==> src/rtl/des_key_schedule_ctrl.sv <==
// DES key schedule sequencer.
// Latches a 64-bit key through PC-1, then hands out the 16 round subkeys
// (C/D rotation followed by PC-2) one per valid/ready transfer, in K1..K16
// order for encryption or K16..K1 for decryption.
// Optional feature: define KEY_PARITY_CHK_EN to reject keys whose bytes do
// not all have odd parity (reported on the sticky PARITY_ERR flag).
module des_key_schedule_ctrl #(
    parameter logic [15:0] SHIFT_SCHED = 16'h7EFC
) (
    input  logic        CLK,
    input  logic        RST,
    input  logic [63:0] KEY_IN,
    input  logic        START,
    input  logic        DECRYPT,
    input  logic        ABORT,
    output logic [47:0] SUBKEY,
    output logic        SUBKEY_VALID,
    input  logic        SUBKEY_READY,
    output logic [3:0]  ROUND,
    output logic        BUSY,
    output logic        DONE,
    output logic        PARITY_ERR
);

    // FIPS 46-3 tables, 1-based bit positions counted from the MSB
    localparam int PC1_TAB [56] = '{
        57, 49, 41, 33, 25, 17,  9,  1, 58, 50, 42, 34, 26, 18,
        10,  2, 59, 51, 43, 35, 27, 19, 11,  3, 60, 52, 44, 36,
        63, 55, 47, 39, 31, 23, 15,  7, 62, 54, 46, 38, 30, 22,
        14,  6, 61, 53, 45, 37, 29, 21, 13,  5, 28, 20, 12,  4};
    localparam int PC2_TAB [48] = '{
        14, 17, 11, 24,  1,  5,  3, 28, 15,  6, 21, 10,
        23, 19, 12,  4, 26,  8, 16,  7, 27, 20, 13,  2,
        41, 52, 31, 37, 47, 55, 30, 40, 51, 45, 33, 48,
        44, 49, 39, 56, 34, 53, 46, 42, 50, 36, 29, 32};

    typedef enum logic [1:0] {S_IDLE, S_ISSUE, S_DONE} state_t;

    function automatic logic [55:0] pc1(input logic [63:0] k);
        logic [55:0] r;
        r = '0;
        for (int i = 0; i < 56; i++) r = {r[54:0], k[6'(64 - PC1_TAB[i])]};
        return r;
    endfunction

    function automatic logic [47:0] pc2(input logic [55:0] cd);
        logic [47:0] r;
        r = '0;
        for (int i = 0; i < 48; i++) r = {r[46:0], cd[6'(56 - PC2_TAB[i])]};
        return r;
    endfunction

    function automatic logic [27:0] rotl28(input logic [27:0] x, input logic two);
        return two ? {x[25:0], x[27:26]} : {x[26:0], x[27]};
    endfunction

    function automatic logic [27:0] rotr28(input logic [27:0] x, input logic two);
        return two ? {x[1:0], x[27:2]} : {x[0], x[27:1]};
    endfunction

    state_t      state_q, state_d;
    logic [27:0] c_q, c_d, d_q, d_d;
    logic [3:0]  cnt_q, cnt_d, round_q, round_d;
    logic        dir_q, dir_d;
    logic [47:0] subkey_q, subkey_d;
    logic        valid_q, valid_d;
    logic [55:0] key_cd;
    logic        sh;
    logic        start_ok;
    logic        perr_set, perr_clr;

`ifdef KEY_PARITY_CHK_EN
    logic perr_q;
    logic par_ok;

    // Every key byte must carry an odd number of ones
    always_comb begin
        logic [63:0] t;
        par_ok = 1'b1;
        for (int b = 0; b < 8; b++) begin
            t = KEY_IN >> (8 * b);
            par_ok = par_ok & (^t[7:0]);
        end
    end

    assign start_ok   = START && !ABORT && par_ok;
    assign perr_set   = (state_q == S_IDLE) && START && !ABORT && !par_ok;
    assign perr_clr   = (state_q == S_IDLE) && start_ok;
    assign PARITY_ERR = perr_q;

    // Sticky parity flag: set by a rejected start, cleared by an accepted one
    always_ff @(posedge CLK or posedge RST) begin
        if (RST)           perr_q <= 1'b0;
        else if (perr_set) perr_q <= 1'b1;
        else if (perr_clr) perr_q <= 1'b0;
    end
`else
    logic unused_par;
    assign unused_par = ^KEY_IN;
    assign start_ok   = START && !ABORT;
    assign perr_set   = 1'b0;
    assign perr_clr   = 1'b0;
    assign PARITY_ERR = 1'b0;
`endif

    assign SUBKEY       = subkey_q;
    assign SUBKEY_VALID = valid_q;
    assign ROUND        = round_q;
    assign BUSY         = (state_q != S_IDLE);
    assign DONE         = (state_q == S_DONE);

    // Next-state logic: load on start, advance one subkey per transfer
    always_comb begin
        state_d  = state_q;
        c_d      = c_q;
        d_d      = d_q;
        cnt_d    = cnt_q;
        round_d  = round_q;
        dir_d    = dir_q;
        subkey_d = subkey_q;
        valid_d  = valid_q;
        key_cd   = pc1(KEY_IN);
        sh       = 1'b0;
        case (state_q)
            S_IDLE: begin
                if (start_ok) begin
                    // Decrypt starts from C16/D16, which equals the PC-1 value
                    if (DECRYPT) begin
                        c_d     = key_cd[55:28];
                        d_d     = key_cd[27:0];
                        round_d = 4'd15;
                    end else begin
                        c_d     = rotl28(key_cd[55:28], SHIFT_SCHED[0]);
                        d_d     = rotl28(key_cd[27:0], SHIFT_SCHED[0]);
                        round_d = 4'd0;
                    end
                    dir_d    = DECRYPT;
                    cnt_d    = 4'd0;
                    subkey_d = pc2({c_d, d_d});
                    valid_d  = 1'b1;
                    state_d  = S_ISSUE;
                end
            end
            S_ISSUE: begin
                if (ABORT) begin
                    valid_d = 1'b0;
                    state_d = S_IDLE;
                end else if (valid_q && SUBKEY_READY) begin
                    if (cnt_q != 4'd15) begin
                        // Decrypt undoes the rotation of the round just issued
                        sh    = dir_q ? SHIFT_SCHED[round_q] : SHIFT_SCHED[cnt_q + 4'd1];
                        cnt_d = cnt_q + 4'd1;
                        if (dir_q) begin
                            c_d     = rotr28(c_q, sh);
                            d_d     = rotr28(d_q, sh);
                            round_d = round_q - 4'd1;
                        end else begin
                            c_d     = rotl28(c_q, sh);
                            d_d     = rotl28(d_q, sh);
                            round_d = cnt_q + 4'd1;
                        end
                        subkey_d = pc2({c_d, d_d});
                    end else begin
                        valid_d = 1'b0;
                        state_d = S_DONE;
                    end
                end
            end
            S_DONE:  state_d = S_IDLE;
            default: state_d = S_IDLE;
        endcase
    end

    // State and datapath registers, cleared asynchronously
    always_ff @(posedge CLK or posedge RST) begin
        if (RST) begin
            state_q  <= S_IDLE;
            c_q      <= '0;
            d_q      <= '0;
            cnt_q    <= '0;
            round_q  <= '0;
            dir_q    <= 1'b0;
            subkey_q <= '0;
            valid_q  <= 1'b0;
        end else begin
            state_q  <= state_d;
            c_q      <= c_d;
            d_q      <= d_d;
            cnt_q    <= cnt_d;
            round_q  <= round_d;
            dir_q    <= dir_d;
            subkey_q <= subkey_d;
            valid_q  <= valid_d;
        end
    end

endmodule

==> config.mk <==
export PLATFORM = sky130hd
export DESIGN_NAME = des_key_schedule_ctrl
export DESIGN_NICKNAME = d
export VERILOG_FILES = /design/src/rtl/des_key_schedule_ctrl.sv
export SDC_FILE = /design/constraint.sdc
export NUM_CORES = 1
export LEC_CHECK = 0
export CAP_MARGIN = 30
export CORE_ASPECT_RATIO = 0.7
export CORE_MARGIN = 2
export CORE_UTILIZATION = 40
export CTS_CLUSTER_SIZE = 24
export DETAILED_ROUTE_END_ITERATION = 10
export GPL_ROUTABILITY_DRIVEN = 0
export PLACE_DENSITY = 0.74
export SETUP_SLACK_MARGIN = 0.02
export SYNTH_ARGS = -nofsm -noshare
export SYNTH_HDL_FRONTEND = slang
export SYNTH_SLANG_ARGS = --single-unit
==> constraint.sdc <==
create_clock -name CLK -period 2.1 [get_ports CLK]
set_input_delay 0.21 -clock CLK [delete_from_list [all_inputs] [get_ports CLK]]
set_output_delay 0.21 -clock CLK [all_outputs]
set_load 0.01 [all_outputs]
* Yosys cells after proc, flatten, opt, wreduce, memory -nomap -nowiden
Memories as Yosys holds them, arrays and structs flattened.
Index checks and enable logic that the tools add are counted.
** Operators by class
- Reductions and logical operators :: 10
- Muxes and demuxes :: 48
- Equality and inequality tests :: 9
- Magnitude comparators :: 2
- $add $sub $neg :: 2
** Operators by type and width (number)
- 28-bit two-way mux :: 16
- 41-bit two-way mux :: 4
- 28-bit case mux with 2 select lines :: 2
- 41-bit case mux with 2 select lines :: 1
- 4-bit two-way mux :: 10
- 4-bit case mux with 2 select lines :: 2
- 4-bit by 5-bit < comparator with 1-bit output (second input constant) :: 2
- 2-bit two-way mux :: 4
- 2-bit != test (second input constant) :: 4
- 1-bit two-way mux :: 7
- 3-bit != test (second input constant) :: 2
- 5-bit AND reduction :: 1
- 4-bit by 1-bit adder with 4-bit output (second input constant) :: 1
- 4-bit != test (second input constant) :: 1
- 2-bit case mux with 2 select lines :: 1
- 4-bit AND reduction :: 1
- 2-bit nonzero test :: 2
- 4-bit by 1-bit subtractor with 4-bit output (second input constant) :: 1
- 3-bit AND reduction :: 1
- 2-bit by 1-bit equality test with 1-bit output (second input constant) :: 1
- 2-bit equality test (second input constant) :: 1
- 1-bit logical AND :: 2
- 2-bit logical NOT :: 1
- 1-bit case mux with 2 select lines :: 1
- other kinds (2) :: 2
** Storage, ports and cells
- Bits in registers :: 116
- Bits in read-only memories :: 32
- Output and inout bits :: 56
- Bits of input ports :: 70
- Memories kept :: 2
** Memories
- (no name shown) :: words 16, bits a word 1, rd ports 1, clocked after memory_dff 0, write ports 0, RTL line 151 : sh = dir_q ? SHIFT_SCHED[round_q] : SHIFT_SCHED[cnt_q + 4'd1];
- (no name shown) :: words 16, bits a word 1, rd ports 1, clocked after memory_dff 0, write ports 0, RTL line 151

* Logic depth before layout (Yosys ltp)
- Depth after elaboration :: 10
- Mapped depth :: 9
- Gate-level depth less buffers :: 7

* Worst setup path after synthesis
Ideal clock, no wire load.
- Path type :: register to register
- Start :: reg cnt_q[0]
- End :: reg d_q[10]
- Stages on the path, launching flop included :: 9
- Path buffers :: 2
- Required time :: 1974 ps
- Data arrival time :: 2173 ps
- Slack :: -199 ps
- Cells stage by stage :: dfrtp_1 -> ha_1 -> or4_4 -> and2_1 -> buf_6 -> nand3_4 -> buf_8 -> mux2i_1 -> a221o_1
** On the way
- Longest elaborated chain between the ends :: 10
- Elaborated cells between the ends (all ways) :: 14
- Those cells by class :: add/sub: 1; eq/ne: 2; mux: 9; reduce/logical: 1; memory: 1
** Ends and longest elaborated chain
- from (decl) :: RTL line 63 : logic [3:0] cnt_q, cnt_d, round_q, round_d;
- from (signal assigned) :: RTL line 189 : cnt_q <= cnt_d;
- 4-bit by 1-bit adder with 4-bit output :: RTL line 151
- memory 16 x 1 bit
- 1-bit two-way mux (implied by the code) :: RTL line 151
- 1-bit two-way mux :: RTL line 151
- 28-bit two-way mux (on tied branches) :: RTL line 54, 58
- 28-bit two-way mux :: RTL line 153 : if (dir_q) begin
- 28-bit two-way mux :: RTL line 149 : if (cnt_q != 4'd15) begin
- 28-bit two-way mux :: RTL line 148 : end else if (valid_q && SUBKEY_READY) begin
- 28-bit two-way mux :: RTL line 145 : if (ABORT) begin
- 28-bit case mux with 2 select lines :: RTL line 124 : case (state_q)
- to (signal assigned) :: RTL line 179 : d_q <= '0;
- to (signal assigned) :: RTL line 188 : d_q <= d_d;
- to (decl) :: RTL line 62 : logic [27:0] c_q, c_d, d_q, d_d;
Parallel ways exist; a longest one is shown, timed or not. The select of a mux whose other input is x is not followed.
A chain may end at the register's enable or synchronous reset.

* Worst setup path in the final report
- Start :: reg cnt_q[1]
- End :: reg c_q[21]
** On the way
- Longest elaborated chain between the ends :: 10
- Elaborated cells between the ends (all ways) :: 14
- Those cells by class :: add/sub: 1; eq/ne: 2; mux: 9; reduce/logical: 1; memory: 1
** Ends and longest elaborated chain
- 4-bit by 1-bit adder with 4-bit output :: RTL line 151
- memory 16 x 1 bit
- 1-bit two-way mux (implied by the code) :: RTL line 151
- 1-bit two-way mux :: RTL line 151
- 28-bit two-way mux (on tied branches) :: RTL line 54, 58
- 28-bit two-way mux :: RTL line 153
- 28-bit two-way mux :: RTL line 149
- 28-bit two-way mux :: RTL line 148
- 28-bit two-way mux :: RTL line 145
- 28-bit case mux with 2 select lines :: RTL line 124
- to (signal assigned) :: RTL line 178 : c_q <= '0;
- to (signal assigned) :: RTL line 187 : c_q <= c_d;
- to (decl) :: RTL line 62
Parallel ways exist; a longest one is shown, timed or not. The select of a mux whose other input is x is not followed.

==> impl_metrics.yaml <==
logic_synthesis:
  synth_async_sr_flop_share_pct: 100
  ys_seq_area_share_pct: 30.7
  synth_cells: 675
  yosys_warnings: 0
  synth_seq_cells: 68
  synthFlopType: "dfrtp_1"
  ys_types: 59
  netlist_area_um2: 5540
  synth_area_per_cell_um2: 8.21
  synth_edf_count: 0
grt:
  grtUsageTotal_pct: 24.5
  groute.layer.met3.usage_pct: 5.25
  grt_antenna_before_repair: 0
  global_route.overflow_total: 0
  grt_util_met1_pct: 37.6
  via_count_of_the_first_global_routing_pass: 5178
  met2_usage_grt_pct: 34.8
  first_pass_grt_wire_length_mm: 28.3
  grt_busiest_layer: "met1"
  grt_max_degree: 57
sta:
  minimum_setup_slack_in_the_final_design_ns: -0.0282
  tightestPinTransition_ns: 0.609
  setup_total_negative_slack_ns: -0.0713
  rsz0062_at_grt: "yes"
  final.setup_skew_ns: 0.00448
  shortest_clock_period_the_worst_path_allows_after_layout_ns: 2.13
  setup_viol: 5
  max_transition_margin_pct: 59.3
  timing.final.crit_share_pct: 101
  hold_viol: 0
  fmaxAchievable_ghz: 0.470
  report.final.slew_viol_count: 0
  timing.hold.ws_ns: 0.151
drt:
  drt-initial-drc-count: 726
  wire_length_per_cell_um: 19.8
  drt.antenna.violating_nets: 0
  post_drt_via_cell_ratio: 6.14
  route.detailed.drc: 0
  route.final.wire_length_mm: 18.4
  dr_total_vias: 5732
  detail_route.first_pass.iterations: 6
cts:
  numClockSinks: 68
  cts_buffer_depth: 2
  postCtsHoldBufs: 0
  h-tree-depth: 3
  clock_tree.root_cell: "clkbuf_16"
  tritoncts: "yes"
  clk_latency_ns: 0.34
  clk_pin_slew_worst_paths_ns: 0.06
  numCtsBuffers: 9
cells_and_area:
  n_fill_cell: 1226
  numnets_final: 818
  fin_area_um2: 7070
  final_core_utilization_pct: 53.0
  area.growth.synth_to_final_pct: 27.7
  leading_cell_types_in_the_layout_fill_and_taps_excluded: "nor2_1 (71), clkdlybuf4s50_1 (67), dfrtp_1 (65)"
  post_layout_nonfiller_instances: 933
  drive_gt1_share_pct: 19.8
  final_common_cell: "nor2_1"
  n_antenna_cell: 0
power_and_ir_drop:
  sequential_power_share_pct: 29.6
  ir_worst_vdd_v: 0.000480
  finalPower_mw: 7.25
  switching_share_pct: 40.6
  clock_power_share_pct: 21.4
  power-per-cell-area_nw_per_um2: 1020
  leakagePower_nw: 2.99
  switching_power_mw: 2.94
  comb_power_share_pct: 48.9
  internal-power_mw: 4.31
outcome:
  outcome: "finished, violations left"
  violations: "setup timing"
place:
  post-dp-hpwl_mm: 12.0
  placed_cells: 906
  buffers_added_on_ports: 67
  preCtsSetupSlack_ns: -0.0786
  place_area_um2: 6520
floorplanning:
  vert_die_dim_um: 102
  std_cell_rows: 35
  coreArea_um2: 13400
  die_area_um2: 14800
  floorplan.initialDensity_pct: 41.5
  die_x_um: 145
  num_io_pins: 126
setup_path:
  worstSetupEndpointType: "flop"
  setup.reg_to_reg.worst_slack_ns: -0.03
  worst_setup_path_start_kind: "flop"
  critPathMaxFanout: 8
  cp.arrival_ns: 2.36
  required_ns: 2.33
  worst-setup-path-type: "reg -> reg"
worst_hold_path:
  worstHoldPathType: "in -> async"
flow_run:
  cap_violations: 0
-- path summary, 6_finish.rpt --
path	end	start	cells past startpoint
min in group CLK	SUBKEY_VALID	SUBKEY_VALID	1
hold / removal	d_q[14]	RST	2
setup / recovery	c_q[21]	cnt_q[1]	7
setup reg to reg	c_q[21]	cnt_q[1]	7
hold reg to reg	SUBKEY_VALID	SUBKEY_VALID	1
max in group asynchronous	c_q[19]	RST	3
-- synthesized netlist by cell type (5+ instances only) --
library cell | count | area [um^2]
nor3b_1 | 7 | 52.6
nand2b_1 | 5 | 31.3
nand2_1 | 63 | 236
and3_1 | 11 | 68.8
clkbuf_1 | 28 | 105
dfrtp_1 | 68 | 1700
mux2i_1 | 45 | 450
buf_2 | 15 | 75.1
a31oi_1 | 16 | 100
o221ai_1 | 9 | 78.8
o22a_1 | 7 | 61.3
nor3_1 | 19 | 95.1
a221o_1 | 11 | 110
o31ai_1 | 24 | 180
mux2_2 | 30 | 338
a21oi_1 | 40 | 200
o21ai_1 | 8 | 40.0
buf_4 | 51 | 383
nor2_1 | 74 | 278
o21ai_0 | 48 | 240
a32oi_1 | 6 | 52.6
nand3_1 | 22 | 110
-- per-layer routing --
metal  vias up  share of wire (%)
li1       2554                  -
met1      2746                 45
met2       397                 42
met3        35                 12
met4         0                1.4
met5         -                  0
-- layout make-up --
cell class	count	area (um^2)	share of cell area [%]
Multi-Input combinational cell	523	3430	48.4
Sequential cell	68	1710	24.1
Timing Repair Buffer	138	1400	19.8
Clock buffer	12	256	3.63
Tap cell	185	231	3.27
Clock inverter	2	35.0	0.495
Inverter	5	18.8	0.265
-- critical path, stage by stage (launching register included) --
cell and delay, ns:
dfrtp_2 0.42, ha_4 0.29, nor2b_1 0.06, o211ai_1 0.20
buf_4 0.19, nand3_4 0.19, or3_1 0.39, a32o_1 0.27
-- cells by family after synthesis --
| group | Yosys count | share of synthesized area [%] |
|---|---|---|
| other cells | 1 | 0.0677 |
| compound gates | 193 | 22.9 |
| flops | 68 | 30.7 |
| fa+ha+maj | 3 | 0.678 |
| xor+xnor | 4 | 0.632 |
| buf+inv | 106 | 11.4 |
| mux | 75 | 14.2 |
| simple gates | 225 | 19.3 |
-- what timing repair did --
action	4_1_cts	5_1_grt
endpoints found under the setup margin	20	55
pin swaps	4	23
cloned	1	4
buffers inserted	2	6
resized for setup	7	30
-- registers in the layout, indices dropped and copies added, names as in the netlist --
register,flops
state_q,2
c_q,28
SUBKEY,1
cnt_q,4
dir_q,1
SUBKEY_VALID,1
d_q,27
ROUND,4
-- power by group through the flow --
stage | Sequential [mW] | Combinational [mW] | Clock [mW]
6_report | 2.15 | 3.55 | 1.55
3_3_place_gp | 2.12 | 3.11 | 0
5_1_grt | 2.19 | 3.80 | 1.62
3_5_place_dp | 2.13 | 3.17 | 0
2_1_floorplan | 1.96 | 2.27 | 0
4_1_cts | 2.11 | 3.21 | 1.56
Power figures use the tool's default switching activity.
